$ cat config.mk
export PLATFORM = sky130hd
export DESIGN_NAME = pe_token_scheduler
export DESIGN_NICKNAME = d
export VERILOG_FILES = /design/src/rtl/pe_token_scheduler.sv
export SDC_FILE = /design/constraint.sdc
export NUM_CORES = 1
export LEC_CHECK = 0
export ABC_AREA = 0
export CORE_MARGIN = 2
export CORE_UTILIZATION = 51
export DETAILED_ROUTE_END_ITERATION = 12
export GPL_TIMING_DRIVEN = 0
export HOLD_SLACK_MARGIN = 0.08
export PLACE_DENSITY_LB_ADDON = 0.15
export SLEW_MARGIN = 20
export SYNTH_ARGS = -nofsm -noshare
export SYNTH_HDL_FRONTEND = slang
export SYNTH_SLANG_ARGS = --single-unit
$ cat constraint.sdc
create_clock -name clk -period 7.1 [get_ports clk]
set_clock_uncertainty 0.1 [all_clocks]
set_input_delay 1.42 -clock clk [delete_from_list [all_inputs] [get_ports clk]]
set_output_delay 1.42 -clock clk [all_outputs]
set_load 0.005 [all_outputs]
$ cat src/rtl/pe_token_scheduler.sv
// PE token scheduler: gates ifmap/ipsum FIFO pops across the active PE columns
// through PREHEAT (staircase fill) and NORMAL (lockstep) phases, then drains and signals done.
module pe_token_scheduler (
    input  logic        clk,
    input  logic        rst_n,
    input  logic        start_i,
    input  logic [1:0]  layer_type_i,
    input  logic [5:0]  col_num_i,
    input  logic [15:0] loop_cnt_i,
    input  logic        use_ipsum_i,
    input  logic [31:0] ifmap_fifo_empty_matrix_i,
    input  logic [31:0] ipsum_fifo_empty_matrix_i,
    input  logic [31:0] ipsum_fifo_full_matrix_i,
    output logic        preheat_state_o,
    output logic        normal_loop_state_o,
    output logic [31:0] ifmap_fifo_pop_matrix_o,
    output logic [31:0] ipsum_fifo_pop_matrix_o,
    output logic [31:0] ipsum_fifo_push_matrix_o,
    output logic        busy_o,
    output logic        done_o
);
    localparam logic [2:0] IDLE    = 3'd0;
    localparam logic [2:0] PREHEAT = 3'd1;
    localparam logic [2:0] NORMAL  = 3'd2;
    localparam logic [2:0] DRAIN   = 3'd3;
    localparam logic [2:0] DONE    = 3'd4;

    logic [2:0]  state_q;
    logic [5:0]  col_q;
    logic [31:0] mask_q;
    logic [15:0] loop_q;
    logic        use_ipsum_q;
    logic [4:0]  p_q;
    logic [15:0] cnt_q;
    logic [31:0] push_q;

    logic [5:0]  col_clamped;
    logic [31:0] mask_new;
    logic [31:0] pre_req;
    logic        pre_fire;
    logic        norm_fire;

    always_comb begin
        col_clamped = (col_num_i > 6'd32) ? 6'd32 : col_num_i;
        mask_new    = '0;
        for (int unsigned i = 0; i < 32; i++) begin
            mask_new[i] = (i < 32'(col_clamped));
        end
    end

    // Preheat needs columns [p:0]; the shifted ~1 avoids a 33-bit shift when p=31.
    always_comb begin
        pre_req   = mask_q & ~(32'hFFFF_FFFE << p_q);
        pre_fire  = (state_q == PREHEAT) && ((ifmap_fifo_empty_matrix_i & pre_req) == '0);
        norm_fire = (state_q == NORMAL)
                 && ((ifmap_fifo_empty_matrix_i & mask_q) == '0)
                 && (!use_ipsum_q || ((ipsum_fifo_empty_matrix_i & mask_q) == '0))
                 && ((ipsum_fifo_full_matrix_i & mask_q) == '0);
    end

    always_comb begin
        ifmap_fifo_pop_matrix_o = '0;
        ipsum_fifo_pop_matrix_o = '0;
        if (pre_fire) begin
            ifmap_fifo_pop_matrix_o = pre_req;
        end else if (norm_fire) begin
            ifmap_fifo_pop_matrix_o = mask_q;
            ipsum_fifo_pop_matrix_o = use_ipsum_q ? mask_q : '0;
        end
    end

    always_ff @(posedge clk or negedge rst_n) begin
        if (!rst_n) begin
            state_q     <= IDLE;
            col_q       <= '0;
            mask_q      <= '0;
            loop_q      <= '0;
            use_ipsum_q <= 1'b0;
            p_q         <= '0;
            cnt_q       <= '0;
            push_q      <= '0;
        end else begin
            push_q <= norm_fire ? mask_q : '0;
            case (state_q)
                IDLE: begin
                    if (start_i) begin
                        col_q       <= col_clamped;
                        mask_q      <= mask_new;
                        loop_q      <= loop_cnt_i;
                        use_ipsum_q <= use_ipsum_i;
                        p_q         <= '0;
                        cnt_q       <= '0;
                        if (col_clamped == '0 || loop_cnt_i == '0) begin
                            state_q <= DONE;
                        end else if (layer_type_i == 2'd1) begin
                            state_q <= NORMAL;
                        end else begin
                            state_q <= PREHEAT;
                        end
                    end
                end
                PREHEAT: begin
                    if (pre_fire) begin
                        p_q <= p_q + 5'd1;
                        if ({1'b0, p_q} == col_q - 6'd1) begin
                            state_q <= NORMAL;
                        end
                    end
                end
                NORMAL: begin
                    if (norm_fire) begin
                        cnt_q <= cnt_q + 16'd1;
                        if (cnt_q == loop_q - 16'd1) begin
                            state_q <= DRAIN;
                        end
                    end
                end
                DRAIN:   state_q <= DONE;
                DONE:    state_q <= IDLE;
                default: state_q <= IDLE;
            endcase
        end
    end

    assign ipsum_fifo_push_matrix_o = push_q;
    assign preheat_state_o          = (state_q == PREHEAT);
    assign normal_loop_state_o      = (state_q == NORMAL);
    assign busy_o                   = (state_q == PREHEAT) || (state_q == NORMAL) || (state_q == DRAIN);
    assign done_o                   = (state_q == DONE);

endmodule

---- After elaboration in Yosys (flattened, before gate mapping) ----
Cells that the tools add are included.
W data, S select, Z words.
storage, ports and cells
  register bits ........................... 111
  input bits .............................. 124
  output and inout bits ................... 100
  logic and storage cells ................. 106
cells by class
  add/subtract/negate cells ............... 4
  order comparisons ....................... 33
  equality and inequality tests ........... 12
  shift operators ......................... 1
  multiplexer cells ....................... 20
  bitwise logic cells ..................... 6
  reduce and logical (&&, ||, !) cells .... 22
operator list
  operator                 number
  $and A32 B32 Y32         5
  $mux W32                 5
  $logic_not A32 Y1        4
  $lt A5 B6 Y1 const A     16
  $lt A4 B6 Y1 const A     8
  $mux W16                 2
  $not A32 Y32             1
  $pmux W16 S2             1
  $shl A32 B5 Y32 const A  1
  $lt A3 B6 Y1 const A     4
  $mux W3                  6
  $add A16 B1 Y16 const B  1
  $eq A16 B16 Y1           1
  $logic_not A16 Y1        1
  $sub A16 B1 Y16 const B  1
  $lt A1 B6 Y1 const A     2
  $lt A2 B6 Y1 const A     2
  $pmux W3 S4              1
  $mux W5                  2
  $pmux W5 S2              1
  $ne A2 B1 Y1 const B     4
  $eq A3 B2 Y1 const B     2
  $eq A5 B6 Y1             1
  $gt A6 B6 Y1 const B     1
  other kinds (17)         25

---- Depth between registers and ports, before layout ----
  depth in word-level cells ............... 8
  gate-level depth with buffers ........... 11
  mapped depth without buffers ............ 10

---- Worst setup path before layout ----
OpenSTA, ideal clock, no wires.
  kind .................................... input -> output
  start point ............................. in ifmap_fifo_empty_matrix_i[17]
  end point ............................... out ifmap_fifo_pop_matrix_o[19]
  arrival time ............................ 3.224 ns
  required time ........................... 5.580 ns
  slack ................................... 2.356 ns
  stages .................................. 8
  buffers on the path ..................... 1
  cell sequence ........................... a22oi_1 o2111ai_1 a211o_1 a2111o_1 nor2_1 buf_2 nand2_1 o31ai_1
on the way
  longest elaborated chain between the ends .. 7
  elaborated cells on any way between the ends .. 10
  those cells by class .................... 2 x mux; 2 x bitwise; 6 x reduce/logical
RTL lines
  what                 line  source
  start: declaration   11    input logic [31:0] ifmap_fifo_empty_matrix_i,
  $and A32 B32 Y32     56    && ((ifmap_fifo_empty_matrix_i & mask_q) == '0)
  $logic_not A32 Y1    56
  $logic_and A1 B1 Y1  56
  $logic_and A1 B1 Y1  57    && (!use_ipsum_q || ((ipsum_fifo_empty_matrix_i & mask_q) == '0))
  $logic_and A1 B1 Y1  58    && ((ipsum_fifo_full_matrix_i & mask_q) == '0);
  $mux W32             66    end else if (norm_fire) begin
  $mux W32 *           64    if (pre_fire) begin
  end: declaration     16    output logic [31:0] ifmap_fifo_pop_matrix_o,
Every way passes the cells marked *; elsewhere a longest branch is shown, timed or not.

---- Worst setup path after layout ----
  start point ............................. in ifmap_fifo_empty_matrix_i[24]
  end point ............................... out ifmap_fifo_pop_matrix_o[22]
The elaborated chain is that of the path after synthesis.

==> reports/metrics.cfg <==
[critical_path]
path_buf_inv=5
end_kind=output pin
cp_cell_sequence=clkdlybuf4s50_1, a22oi_1, nand3_1, nor4_1, and3_1, and3_1, clkbuf_1, buf_2, clkbuf_1, nand2_1, o31ai_1, clkdlybuf4s50_1
critPathMaxStageDelay_ps=580
slowest_stage=clkdlybuf4s50_1
critPathMaxFanout=10
cp_top_family=buffers and inverters
timing_worst_setup_path_type=primary input to output pin
startpoint_type=primary input
required_ps=5580
arrival_ps=5250

[global_route]
grt_max_degree=76
track_usage_pct=39.9
first_global_vias=7302
grt_pass1_wl_um=43000
antenna_found_initial=0
grt-ovfl-total=0

[sta]
max_freq_ghz=0.148
grt_setup_unrepaired=false
slew_headroom_pct=30.3
setup_viol=0
period_needed_ps=6770
period_share_pct=95.4
tns_ps=0
tightest_slew_ps=1040
worst_slack_ps=326
hold_violations=0
report.final.slew_viol_count=0

[cells_and_area]
nets=1174
drive_above_1_share_pct=3.63
diodes=0
area_growth_pct=41.3
seqCellArea_sq_um=2750
fillers=1002
multi_input_area_sq_um=3760

[floorplan]
start_util_pct=51.9
core.rowCount=42
die_y_um=120
die_w_um=120
dieArea_sq_um=14300
io-pin-count=224
core-area_sq_um=13100

[clock_tree]
cts_buffers=9
cts.htree.levels=3
postCtsSetupBuffers=0
clkTransAtPathRegs_ps=70
cts_buffer_depth=2
cts.sinks=110
hold_buffers=0
clk_latency_ps=370
cts_tree=done
post_cts_resized=0
root_buffer=clkbuf_16

[outcome]
status=finished clean

[place]
finalWeightedCongestion=1.04
io_buffers=223
pre_cts_ws_ps=412
hpwl_um=21500

[logic_synthesis]
synth_warnings=0
netlist.area_leader.share_pct=40.4
synthArstFlopShare_pct=100
synth_area_leaders=dfrtp_1 40%, nand2_1 6.4%, a22oi_1 4.0%, xnor2_1 3.6%, and3_1 3.3%
yosysTopAreaCell=dfrtp_1
syn_area_sq_um=6810
seq_area_frac_synth_pct=40.4
synth_cells=808
synth_edf_count=0
ys_seq_elements=110
synth_fp_nets=939
postSynthAreaPerCell_sq_um=8.43
ys.flop_type=dfrtp_1
synth.distinct_cells=63

[power_and_ir_drop]
p_leak_nw=4.09
vdd_drop_max_uv=220
power_w=0.00296
power_density_nw_per_um2=308

[routing]
wire_per_inst_um=23.3
ant_nets=0
drtIter0Drc=1099
via_per_inst=6.22
routed-via-count=7608
drt-total-wl_um=28500
drc=0
dr.pass1.iters=7

[worst_hold_path]
hp-class=flip-flop to flip-flop

[flow_run]
maxCapViolations=0

cells in the final DEF (no fill, tap or decap), types with 22 or more instances in the layout:
cell             count
a21oi_1             37
a22oi_1             36
and2_1              34
and3_1              36
clkbuf_1            47
clkdlybuf4s50_1    222
dfrtp_1            110
nand2_1            116
nor2_1              50
nor3_1              22
o21ai_0             39
xnor2_1             28
state kept, by name, indices dropped and copies added (netlist names):
name                      flops
ipsum_fifo_push_matrix_o     32
mask_q                       31
cnt_q                        16
loop_q                       16
col_q                         6
p_q                           5
state_q                       3
use_ipsum_q                   1
cell usage after synthesis (3+ instances only):
master and n:
nand2_1 116, dfrtp_1 110, nor2_1 50, clkbuf_1 46, o21ai_0 39, a21oi_1 37, a22oi_1 36, and3_1 36
and2_1 34, xnor2_1 28, nor3_1 22, inv_1 20, nor4_1 20, o21a_1 18, nand3_1 17, nand4_1 17
nor2b_1 14, xor2_1 13, a31oi_1 9, or3_1 8, buf_2 7, ha_1 7, o31ai_1 7, nand2b_1 6
a211oi_1 5, a21o_1 5, nor4b_1 5, or2_2 5, a21boi_0 4, o211ai_1 4, o21bai_1 4, a2111oi_0 3
a41oi_1 3, mux2i_1 3, nand3b_1 3, nor3b_1 3, o2111ai_1 3, o211a_1 3, o311ai_0 3, or3b_2 3
path summary, 6_finish.rpt:
| check | startpoint | cells past startpoint | slack, ps | end |
|---|---|---|---|---|
| max | ifmap_fifo_empty_matrix_i[24] | 12 | 330 | ifmap_fifo_pop_matrix_o[22] |
| min | loop_q[15] | 2 | 400 | loop_q[15] |
| max reg2reg | p_q[3] | 9 | 3130 | state_q[1] |
| min reg2reg | loop_q[15] | 2 | 400 | loop_q[15] |
| max in group asynchronous | rst_n | 2 | 5370 | mask_q[30] |
| min in group asynchronous | rst_n | 1 | 850 | ipsum_fifo_push_matrix_o[28] |
metal layers:
layer / global-route usage, % / vias to the layer above / part of all wire (%)
met3: 8.84 / 97 / 11
met4: 19.1 / 0 / 4.9
met2: 62.7 / 549 / 45
li1: - / 3389 / -
met5: 0 / - / 0
met1: 52.5 / 3573 / 38
layout make-up:
class | instances | share of cell area [%]
multi-input cells | 622 | 39.1
flip-flops and latches | 110 | 28.6
repair buffers | 224 | 23.5
clock buffers | 11 | 2.52
plain buffers | 56 | 2.31
well taps | 176 | 2.29
clock inverters | 5 | 0.923
inverters | 20 | 0.780
power by group:
group | total, W | internal, W | switching [W] | leakage, nW
clock | 0.000570 | 0.000324 | 0.000247 | 0.162
sequential | 0.00118 | 0.000779 | 0.000406 | 1.41
combinational | 0.00121 | 0.000497 | 0.000709 | 2.51
cell families after synthesis:
family	share of synthesized area, %
buffers and inverters	4.37
XOR/XNOR	5.27
flip-flops	40.4
AO/OA/AOI/OAI	20.5
AND/OR/NAND/NOR	27.8
adder cells (fa/ha/maj)	1.29
multiplexers	0.441
worst min-delay path, stage by stage (launching register included):
cell and delay [ps]:
dfrtp_1 360, nand2_1 60, nand2_1 60
per-stage QoR:
step | instance area, sq um | cells | util (%) | hold WS, ps
after floorplan | 6810 | 808 | - | 367
after global placement | 9270 | 1207 | 70.5 | 385
after detailed placement | 9300 | 1208 | 70.8 | 385
after CTS | 9630 | 1224 | 73.3 | 403
after global routing | 9630 | 1224 | 73.3 | 419
final | 9630 | 1224 | 73.3 | 400
(Power assumes the default switching activity.)
